File: config.mk
export PLATFORM = sky130hd
export DESIGN_NAME = baud_tick_gen
export DESIGN_NICKNAME = d
export VERILOG_FILES = /design/src/rtl/baud_tick_pkg.sv /design/src/rtl/frac_tick_counter.sv /design/src/rtl/baud_tick_gen.sv
export SDC_FILE = /design/constraint.sdc
export NUM_CORES = 1
export LEC_CHECK = 0
export BUFFER_PORTS_ARGS = -buffer_cell sky130_fd_sc_hd__buf_2
export CORE_ASPECT_RATIO = 1.2
export CORE_MARGIN = 5
export CORE_UTILIZATION = 55
export DETAILED_ROUTE_END_ITERATION = 10
export PLACE_DENSITY = 0.77
export SYNTH_ARGS = -nofsm -noshare
export SYNTH_HDL_FRONTEND = slang
export SYNTH_SLANG_ARGS = --single-unit
File: constraint.sdc
create_clock -name clk_i -period 3.7 [get_ports clk_i]
set_input_delay 0 -clock clk_i [delete_from_list [all_inputs] [get_ports clk_i]]
set_output_delay 0 -clock clk_i [all_outputs]
set_load 0.1 [all_outputs]
File: src/rtl/baud_tick_pkg.sv
// Shared constants and configuration record for the baud tick generator.
package baud_tick_pkg;

  localparam int DEF_INT_W  = 16;
  localparam int DEF_FRAC_W = 4;
  localparam int DEF_OSR_W  = 8;

  localparam int MIN_INT = 1;
  localparam int MIN_OSR = 1;

  typedef struct packed {
    logic [DEF_INT_W-1:0]  int_div;
    logic [DEF_FRAC_W-1:0] frac;
    logic [DEF_OSR_W-1:0]  osr;
  } baud_cfg_t;

endpackage

File: src/rtl/frac_tick_counter.sv
// Oversample period counter with a fractional accumulator; the period stretches
// by one clock whenever the accumulator addition at its end will carry.
module frac_tick_counter
  import baud_tick_pkg::*;
#(
  parameter int INT_W  = DEF_INT_W,
  parameter int FRAC_W = DEF_FRAC_W
) (
  input  logic              clk_i,
  input  logic              reset_n_i,
  input  logic              clear_i,
  input  logic [INT_W-1:0]  int_i,
  input  logic [FRAC_W-1:0] frac_i,
  output logic              tick_evt_o,
  output logic              os_tick_o
);

  logic [INT_W:0]  cnt_q, cnt_d;
  logic [INT_W:0]  last_cnt;
  logic [FRAC_W-1:0] acc_q, acc_d;
  logic [FRAC_W:0]   acc_sum;
  logic              os_tick_q;

  assign acc_sum  = {1'b0, acc_q} + {1'b0, frac_i};
  // int_i is already clamped to >= 1, so the subtraction cannot wrap.
  assign last_cnt = {1'b0, int_i} - (INT_W+1)'(1) + {{INT_W{1'b0}}, acc_sum[FRAC_W]};

  assign tick_evt_o = !clear_i && (cnt_q == last_cnt);

  always_comb begin
    // NOTE: every always_comb output gets a default first so no latch is inferred.
    cnt_d = cnt_q + (INT_W+1)'(1);
    acc_d = acc_q;
    if (clear_i) begin
      cnt_d = '0;
      acc_d = '0;
    end else if (tick_evt_o) begin
      cnt_d = '0;
      acc_d = acc_sum[FRAC_W-1:0];
    end
  end

  // NOTE: sequential state uses non-blocking assignments so all registers update together.
  always_ff @(posedge clk_i or negedge reset_n_i) begin
    if (!reset_n_i) begin
      cnt_q     <= '0;
      acc_q     <= '0;
      os_tick_q <= 1'b0;
    end else begin
      cnt_q     <= cnt_d;
      acc_q     <= acc_d;
      os_tick_q <= tick_evt_o;
    end
  end

  assign os_tick_o = os_tick_q;

endmodule

File: src/rtl/baud_tick_gen.sv
// UART clock-enable generator: oversample, bit and mid-bit ticks with a
// double-buffered configuration that switches only on bit boundaries.
module baud_tick_gen
  import baud_tick_pkg::*;
#(
  parameter int INT_W  = DEF_INT_W,
  parameter int FRAC_W = DEF_FRAC_W,
  parameter int OSR_W  = DEF_OSR_W
) (
  input  logic              clk_i,
  input  logic              reset_n_i,
  input  logic              enable_i,
  input  logic              sync_i,
  input  logic              cfg_valid_i,
  output logic              cfg_ready_o,
  input  logic [INT_W-1:0]  cfg_int_i,
  input  logic [FRAC_W-1:0] cfg_frac_i,
  input  logic [OSR_W-1:0]  cfg_osr_i,
  output logic              os_tick_o,
  output logic              bit_tick_o,
  output logic              mid_tick_o,
  output logic              cfg_pending_o
);

  typedef struct packed {
    logic [INT_W-1:0]  int_div;
    logic [FRAC_W-1:0] frac;
    logic [OSR_W-1:0]  osr;
  } cfg_t;

  localparam cfg_t RESET_CFG = '{int_div: INT_W'(MIN_INT), frac: '0, osr: OSR_W'(MIN_OSR)};

  cfg_t act_q, act_d;
  cfg_t shadow_q, shadow_d;
  logic pending_q, pending_d;
  logic started_q;
  logic [OSR_W-1:0] b_q, b_d, b_next;
  logic bit_tick_q, bit_tick_d;
  logic mid_tick_q, mid_tick_d;

  logic [INT_W-1:0] n_eff;
  logic [OSR_W-1:0] r_eff;
  logic clear, tick_evt, wrap, bit_evt, apply, accept;

  assign n_eff = (act_q.int_div < INT_W'(MIN_INT)) ? INT_W'(MIN_INT) : act_q.int_div;
  assign r_eff = (act_q.osr < OSR_W'(MIN_OSR)) ? OSR_W'(MIN_OSR) : act_q.osr;

  // The first enabled edge restarts phase exactly like a sync pulse.
  assign clear = sync_i || !enable_i || !started_q;

  frac_tick_counter #(
    .INT_W  (INT_W),
    .FRAC_W (FRAC_W)
  ) u_os_cnt (
    .clk_i      (clk_i),
    .reset_n_i  (reset_n_i),
    .clear_i    (clear),
    .int_i      (n_eff),
    .frac_i     (act_q.frac),
    .tick_evt_o (tick_evt),
    .os_tick_o  (os_tick_o)
  );

  assign wrap    = (b_q == r_eff - OSR_W'(1));
  assign b_next  = wrap ? '0 : b_q + OSR_W'(1);
  assign bit_evt = tick_evt && wrap;

  assign accept = cfg_valid_i && !pending_q;
  assign apply  = pending_q && (sync_i || !enable_i || bit_evt);

  always_comb begin
    b_d        = b_q;
    bit_tick_d = 1'b0;
    mid_tick_d = 1'b0;
    act_d      = act_q;
    shadow_d   = shadow_q;
    pending_d  = pending_q;

    if (clear) begin
      b_d = '0;
    end else if (tick_evt) begin
      b_d        = b_next;
      bit_tick_d = wrap;
      mid_tick_d = (b_next == (r_eff >> 1));
    end

    // accept and apply are mutually exclusive: one needs pending clear, the other set.
    if (apply) begin
      act_d     = shadow_q;
      pending_d = 1'b0;
    end else if (accept) begin
      shadow_d  = '{int_div: cfg_int_i, frac: cfg_frac_i, osr: cfg_osr_i};
      pending_d = 1'b1;
    end
  end

  always_ff @(posedge clk_i or negedge reset_n_i) begin
    if (!reset_n_i) begin
      act_q      <= RESET_CFG;
      shadow_q   <= '0;
      pending_q  <= 1'b0;
      started_q  <= 1'b0;
      b_q        <= '0;
      bit_tick_q <= 1'b0;
      mid_tick_q <= 1'b0;
    end else begin
      act_q      <= act_d;
      shadow_q   <= shadow_d;
      pending_q  <= pending_d;
      started_q  <= enable_i;
      b_q        <= b_d;
      bit_tick_q <= bit_tick_d;
      mid_tick_q <= mid_tick_d;
    end
  end

  assign bit_tick_o    = bit_tick_q;
  assign mid_tick_o    = mid_tick_q;
  assign cfg_pending_o = pending_q;
  assign cfg_ready_o   = !pending_q;

endmodule

==> results of run 1 <==
==> area by class of cell <==
type | instances | area share
timing repair buffer | 126 | 0.168
clock inverter | 5 | 0.00584
multi-input combinational | 327 | 0.424
inverter | 11 | 0.00642
tap | 120 | 0.0234
clock buffer | 11 | 0.0220
sequential | 90 | 0.351
==> cells by family (layout without fill, tap and decap cells) <==
family | count (synthesis) | in the layout | synth area share
and+or+nand+nor | 143 | 143 | 0.159
DFF | 90 | 90 | 0.451
muxes | 65 | 65 | 0.159
buffers and inverters | 37 | 153 | 0.0348
xor gates and xnor gates | 54 | 54 | 0.0947
AOI/OAI and AO/OA | 54 | 54 | 0.0719
adders and majority gates | 11 | 11 | 0.0286
==> synthesized netlist by cell type (all sizes together), types with 3 or more instances <==
master,instances
xnor2,27
nand2b,7
nand4,9
mux2,56
nor2,42
clkbuf,16
nand2,15
o21a,3
a21oi,13
mux2i,9
nor4,5
inv,11
a31oi,5
or4,4
nor2b,5
buf,10
nand4b,3
o21ai,11
nor3b,7
ha,9
and3,10
a21o,3
o31ai,3
nand3,16
nor3,5
dfrtp,88
xor2,27
==> report_power, final <==
group	internal, mW	switching (mW)	leakage, nW
Combinational	0.654	0.525	1.69
Clock	0.265	0.365	0.0859
Sequential	1.15	0.169	1.12
==> worst register-to-register path: stages, from the launching register on <==
cell,delay (ns)
dfrtp_1,0.41
ha_2,0.22
fa_2,0.37
a21o_1,0.20
a21oi_2,0.13
ha_2,0.23
buf_6,0.12
nor4b_4,0.27
and4b_2,0.33
mux2i_1,0.22
mux2i_1,0.09
o21a_1,0.19
a311o_1,0.36
o31a_4,0.37
clkbuf_16,0.20
mux2_4,0.29
==> worst max-delay path by stage <==
stage	startpoint	endpoint	slack (ns)	depth (start not counted)
2_1_floorplan	u_os_cnt.acc_q[0]$_DFFE_PN0P_	act_q[10]$_DFFE_PN0P_	-0.02	17
3_3_place_gp	u_os_cnt.acc_q[0]$_DFFE_PN0P_	act_q[7]$_DFFE_PN0P_	-0.34	17
3_5_place_dp	u_os_cnt.acc_q[0]$_DFFE_PN0P_	act_q[4]$_DFFE_PN0P_	-0.37	15
4_1_cts	u_os_cnt.acc_q[0]$_DFFE_PN0P_	act_q[13]$_DFFE_PN0P_	-0.29	17
5_1_grt	u_os_cnt.acc_q[0]$_DFFE_PN0P_	act_q[6]$_DFFE_PN0P_	-0.56	15
6_report	u_os_cnt.acc_q[0]$_DFFE_PN0P_	act_q[6]$_DFFE_PN0P_	-0.42	15
==> routing by layer <==
layer	part of all wire	global-route usage
met1	0.39	0.244
met2	0.54	0.431
met3	0.035	0.0439
met4	0.034	0.117
met5	0	0
==> stage by stage <==
step                      instances  cell area (µm²)  hold WS [ns]  TNS (ns)  power, mW
after detailed placement        627             5580         0.120    -13.18       2.35
after global placement          627             5580         0.121    -11.62       2.29
after global routing            690             6430         0.121    -25.09       3.29
final                           690             6430         0.107    -15.59       3.13
after floorplan                 454             5050        -0.296    -0.457       1.98
after CTS                       682             6240        0.0896     -8.91       3.09
==> sequential cells by signal, indices dropped and copies added (netlist names) <==
register,count
cfg_pending_o,1
u_os_cnt.os_tick_o,1
act_q,28
u_os_cnt.acc_q,4
mid_tick_o,1
b_q,8
started_q,1
shadow_q,28
u_os_cnt.cnt_q,17
bit_tick_o,1
==> repair_timing <==
| action | in CTS | in global routing |
|---|---|---|
| pin swaps | 7 | 10 |
| hold buffers | 31 | 0 |
| resized for setup | 19 | 21 |
| setup endpoints to repair | 59 | 61 |
| cloned | 2 | 3 |
| hold endpoints to repair | 118 | 0 |
| setup buffers | 6 | 5 |
==> reports/results.txt, run 1 <==
outcome -> finished with violations
violated checks -> setup timing
critical path class -> flop to flop
Starting DRT DRC Count -> 258
Synth Instances -> 454
Die ar. -> 11,100 µm²
post-synth design cell area -> 4990 µm²
Core Box Area -> 8940 µm²
vias per cell -> 5.71
post-route core utilization -> 0.719
Worst R2R Setup Slack -> -0.42 ns
Power Density -> 487 nW/µm²
RSZ-0062 raised after global routing -> yes
number of antenna diodes -> 0
leak pwr -> 2.90 nW
Final WS setup -> -0.415 ns
total vias in the final route -> 3,938
Main synth FF type -> dfrtp_1
I/O Buffers -> 37
FF+latch area -> 2250 µm²
final hold viol count -> 0
Avg Inst Size Synth -> 11.0 µm²
Hold Startpoint -> cfg_valid_i
CP Max Fanout -> 7
Slowest cell on crit path -> dfrtp_1
chip height -> 114 µm
initial antenna violation count -> 0
# fillers -> 626
worst hold stages -> 3
vias in the first global route -> 4,293
FF-to-FF Start -> u_os_cnt.acc_q[0]$_DFFE_PN0P_
largest net degree at the start of global routing -> 91
Ports -> 38
Clock Sinks -> 90
Worst Tran Pin Value -> 1.14 ns
crit start category -> flop
crit-path cells -> ha_2, fa_2, a21o_1, a21oi_2, ha_2, buf_6, nor4b_4, and4b_2, mux2i_1, mux2i_1, o21a_1, a311o_1, o31a_4, clkbuf_16, mux2_4
htree depth -> 3
DR DRC count -> 0
Hold WC Path Type -> input port to flop
worst path bufs/invs -> 2
initial core utilization -> 0.559
leading cell type in the layout, fill and taps excluded -> dfrtp_1
first-pass GRT wire length -> 20,400 µm
CTS tree -> yes
layout cell share with drive strength beyond 1 -> 0.349
CTS root buf -> clkbuf_8
routability cong. -> 0.898
Critical Path AT -> 4.38 ns
aggregate global-route resource usage -> 0.229
min cycle time layout -> 4.12 ns
Detail Route Antenna Nets -> 0
Setup-failing EPs final -> 59
number of library cell types mapped by synthesis -> 60
Multi-input gate area -> 2730 µm²
number of cell rows -> 38
Inserted Clock Buffers -> 9
Synth area leaders -> dfrtp_1, mux2_2, mux2_4, xnor2_1, xor2_1
register bit total from synthesis -> 90
clk_lat worst skew -> 0.37 ns
Synth area leader -> dfrtp_1
skew final -> 0.0158 ns
WHS Endpoint -> cfg_pending_o$_DFFE_PN0P_
CP max stage delay -> 0.41 ns
drt total wl -> 12,600 µm
commonest cells after routing, fill and taps aside -> dfrtp_1, buf_4, nor2_1, buf_2, dlygate4sd3_1
Async SR Flop Fraction -> 1.00
Synth top area share -> 0.441
r2r worst-path depth -> 15
register area share after synthesis -> 0.451
Tcrit/Tclk final -> 1.11
synth warn -> 0
post-synthesis net count -> 497
Final Max Slew Viols -> 0
Rel. slew slack -> 0.242
DP HPWL -> 8030 µm
Chip Width -> 97.0 µm
max-cap viol count -> 0
crit end category -> flop
Area Growth Syn to Fin -> 28.7%
worst-case clock buffer depth -> 2
RR Endpoint -> act_q[6]$_DFFE_PN0P_
nets@finish -> 608
total gr overflow -> 0
clk slew on worst S/H paths -> 0.09 ns
delay-heaviest family, CP -> compound AO/OA/AOI/OAI gates
pre-CTS setup slack -> -0.371 ns
maximum achievable frequency -> 0.243 GHz
Peak supply drop -> 0.000343 V
drt first pass iters -> 4
Avg WL per Cell -> 18.2 µm
Worst EP required -> 3.96 ns
EDFF count, synth -> 0
Note: power is estimated with default switching activity, not from simulation.
==> run 2, diff against run 1 <==
--- a/config.mk
+++ b/config.mk
@@ -10,6 +10,7 @@
 export CORE_MARGIN = 5
 export CORE_UTILIZATION = 55
 export DETAILED_ROUTE_END_ITERATION = 10
+export MAX_ROUTING_LAYER = met4
 export PLACE_DENSITY = 0.77
 export SYNTH_ARGS = -nofsm -noshare
 export SYNTH_HDL_FRONTEND = slang
==> run 2 against run 1 <==
The flow still finishes with violations (setup timing). Worst setup slack improved by 0.0093 ns. Clock skew about the same. Clock-buffer cell count decreased by 2. Flip-flop and latch count unchanged. Combinational power about the same. Maximum frequency increased by 0.23%. Non-clock buffer count increased by 2. Largest cell class unchanged. Global-route usage decreased by 1.1 points. Design area increased by 2.9%. Via count about the same. Clock power increased by 5.7%. Critical path type unchanged. Sequential share of layout area decreased by 0.98 points.
==> reports/results.txt, run 2 (same netlist as run 1, synthesis figures left out) <==
Detail Route Antenna Nets -> 0 (unchanged)
Worst Tran Pin Value -> 1.10 ns (was 1.14 ns)
maximum achievable frequency -> 0.244 GHz (was 0.243 GHz)
Worst EP required -> 3.97 ns (was 3.96 ns)
# fillers -> 612 (was 626)
Tcrit/Tclk final -> 1.11 (about the same)
Ports -> 38 (unchanged)
vias in the first global route -> 3,922 (was 4,293)
switching pwr -> 1.11 mW (was 1.06 mW)
crit-path most repeated cell -> buf_4
chip height -> 114 µm (unchanged)
leak pwr -> 2.94 nW (was 2.90 nW)
Final WS setup -> -0.406 ns (was -0.415 ns)
largest net degree at the start of global routing -> 91 (unchanged)
Power Density -> 481 nW/µm² (was 487 nW/µm²)
Rel. slew slack -> 0.266 (was 0.242)
Slowest cell on crit path -> nor4_1 (was dfrtp_1)
DR DRC count -> 0 (unchanged)
sw frac -> 0.348 (was 0.338)
crit start category -> flop (unchanged)
clock share of power -> 0.210 (was 0.201)
leading cell type in the layout, fill and taps excluded -> dfrtp_1 (unchanged)
Chip Width -> 97.0 µm (unchanged)
pre-CTS setup slack -> -0.378 ns (was -0.371 ns)
Inserted Clock Buffers -> 9 (unchanged)
Starting DRT DRC Count -> 250 (was 258)
Comb pwr share -> 0.377 (was 0.376)
Clock Sinks -> 90 (unchanged)
Regs by FF count -> act_q: 28 flops, shadow_q: 28 flops, u_os_cnt.cnt_q: 17 flops (unchanged)
post-route core utilization -> 0.740 (was 0.719)
Internal -> 2.07 mW (about the same)
crit-path cells -> nor4_1, nor3b_2, a31oi_1, ha_2, ha_4, buf_4, xor2_1, nor2_1, o31ai_2, nor4b_2, buf_4, nand4_1, a311o_1, o31a_4, clkbuf_16, mux2_4 (was ha_2, fa_2, a21o_1, a21oi_2, ha_2, buf_6, nor4b_4, and4b_2, mux2i_1, mux2i_1, o21a_1, a311o_1, o31a_4, clkbuf_16, mux2_4)
Setup-failing EPs final -> 53 (was 59)
Area Growth Syn to Fin -> 32.4% (was 28.7%)
initial antenna violation count -> 0 (unchanged)
max-cap viol count -> 0 (unchanged)
routability cong. -> 0.916 (was 0.898)
placed cell area -> 5580 µm² (unchanged)
drt total wl -> 12,500 µm (was 12,600 µm)
I/O Buffers -> 37 (unchanged)
htree depth -> 3 (unchanged)
crit end category -> flop (unchanged)
skew final -> 0.0155 ns (was 0.0158 ns)
Hold WC Path Type -> input port to flop (unchanged)
DP HPWL -> 7850 µm (was 8030 µm)
critical path class -> flop to flop (unchanged)
design area -> 6610 µm² (was 6430 µm²)
nets@finish -> 610 (was 608)
layout cell share with drive strength beyond 1 -> 0.393 (was 0.349)
Core Box Area -> 8940 µm² (unchanged)
initial core utilization -> 0.559 (unchanged)
Die ar. -> 11,100 µm² (unchanged)
CTS root buf -> clkbuf_8 (unchanged)
total vias in the final route -> 3,937 (was 3,938)
CP Max Fanout -> 7 (unchanged)
drt first pass iters -> 4 (unchanged)
clk_lat worst skew -> 0.38 ns (was 0.37 ns)
CTS tree -> yes (unchanged)
vias per cell -> 5.69 (was 5.71)
number of antenna diodes -> 0 (unchanged)
Avg WL per Cell -> 18.0 µm (was 18.2 µm)
RSZ-0062 raised after global routing -> yes (unchanged)
total gr overflow -> 0 (unchanged)
CP max stage delay -> 0.47 ns (was 0.41 ns)
first-pass GRT wire length -> 18,800 µm (was 20,400 µm)
worst-case clock buffer depth -> 2 (unchanged)
Critical Path AT -> 4.37 ns (was 4.38 ns)
outcome -> finished with violations (unchanged)
Sequential Power Share -> 0.413 (was 0.423)
aggregate global-route resource usage -> 0.218 (was 0.229)
violated checks -> setup timing (unchanged)
number of cell rows -> 38 (unchanged)
final hold viol count -> 0 (unchanged)
Peak supply drop -> 0.000342 V (was 0.000343 V)
commonest cells after routing, fill and taps aside -> dfrtp_1, buf_4, buf_2, dlygate4sd3_1, mux2_2 (was dfrtp_1, buf_4, nor2_1, buf_2, dlygate4sd3_1)
min cycle time layout -> 4.11 ns (was 4.12 ns)
clk slew on worst S/H paths -> 0.10 ns (was 0.09 ns)
Final Max Slew Viols -> 0 (unchanged)
==> run 2: repair_timing <==
item	CTS	global route
hold buffers	31	0
setup buffers	6	8
resized for setup	14	67
endpoints found under the hold margin	118	0
setup endpoints to repair	58	61
gates cloned	1	6
pin swaps	5	27
==> run 2: final timing paths <==
kind	from	to	slack [ns]	cells past startpoint
hold reg to reg	shadow_q[11]$_DFFE_PN0P_	act_q[11]$_DFFE_PN0P_	0.50	1
min in group asynchronous	reset_n_i	shadow_q[15]$_DFFE_PN0P_	0.37	2
hold / removal	cfg_valid_i	cfg_pending_o$_DFFE_PN0P_	0.09	3
setup / recovery	act_q[23]$_DFFE_PN0P_	act_q[25]$_DFFE_PN0P_	-0.41	16
max in group asynchronous	reset_n_i	bit_tick_o$_DFF_PN0_	2.63	2
setup reg to reg	act_q[23]$_DFFE_PN0P_	act_q[25]$_DFFE_PN0P_	-0.41	16
==> run 2: metal layers <==
layer  wire length [µm]  track usage  part of all wire
met5                  0            -                 0
met4                352       0.0796             0.028
met3                392       0.0384             0.031
met2               6840        0.401              0.55
met1               4910        0.237              0.39
==> run 2: final cells by class <==
class	instances	area (µm²)	share of cell area
Inverter	11	41.3	0.00624
Tap cell	120	150	0.0227
Sequential cell	90	2250	0.341
Clock inverter	7	70.1	0.0106
Multi-Input combinational cell	327	2880	0.435
Clock buffer	9	124	0.0187
Timing Repair Buffer	128	1090	0.166
==> run 2: per-stage QoR <==
stage | hold slack (ns) | std cells | power (mW) | TNS (ns)
6_report | 0.0851 | 692 | 3.18 | -13.45
5_1_grt | 0.0908 | 692 | 3.34 | -25.57
4_1_cts | 0.0812 | 681 | 3.07 | -6.98
3_5_place_dp | 0.122 | 627 | 2.35 | -13.27
3_3_place_gp | 0.121 | 627 | 2.30 | -14.30
2_1_floorplan | -0.296 | 454 | 1.98 | -0.457
==> run 2: power groups by stage <==
stage | clock [mW] | sequential, mW | combinational, mW
6_report | 0.667 | 1.31 | 1.20
5_1_grt | 0.723 | 1.34 | 1.28
4_1_cts | 0.676 | 1.31 | 1.09
3_5_place_dp | 0 | 1.33 | 1.02
3_3_place_gp | 0 | 1.32 | 0.979
2_1_floorplan | 0 | 1.30 | 0.680
==> run 2: critical path: cells and delay by family (launching register included) <==
family,cells,cell delay (ns)
flip-flops,1,0.38
buffers and inverters,3,0.48
AO/OA/AOI/OAI,4,1.00
adder cells (fa/ha/maj),2,0.40
XOR/XNOR,1,0.14
multiplexers,1,0.29
AND/OR/NAND/NOR,5,1.27
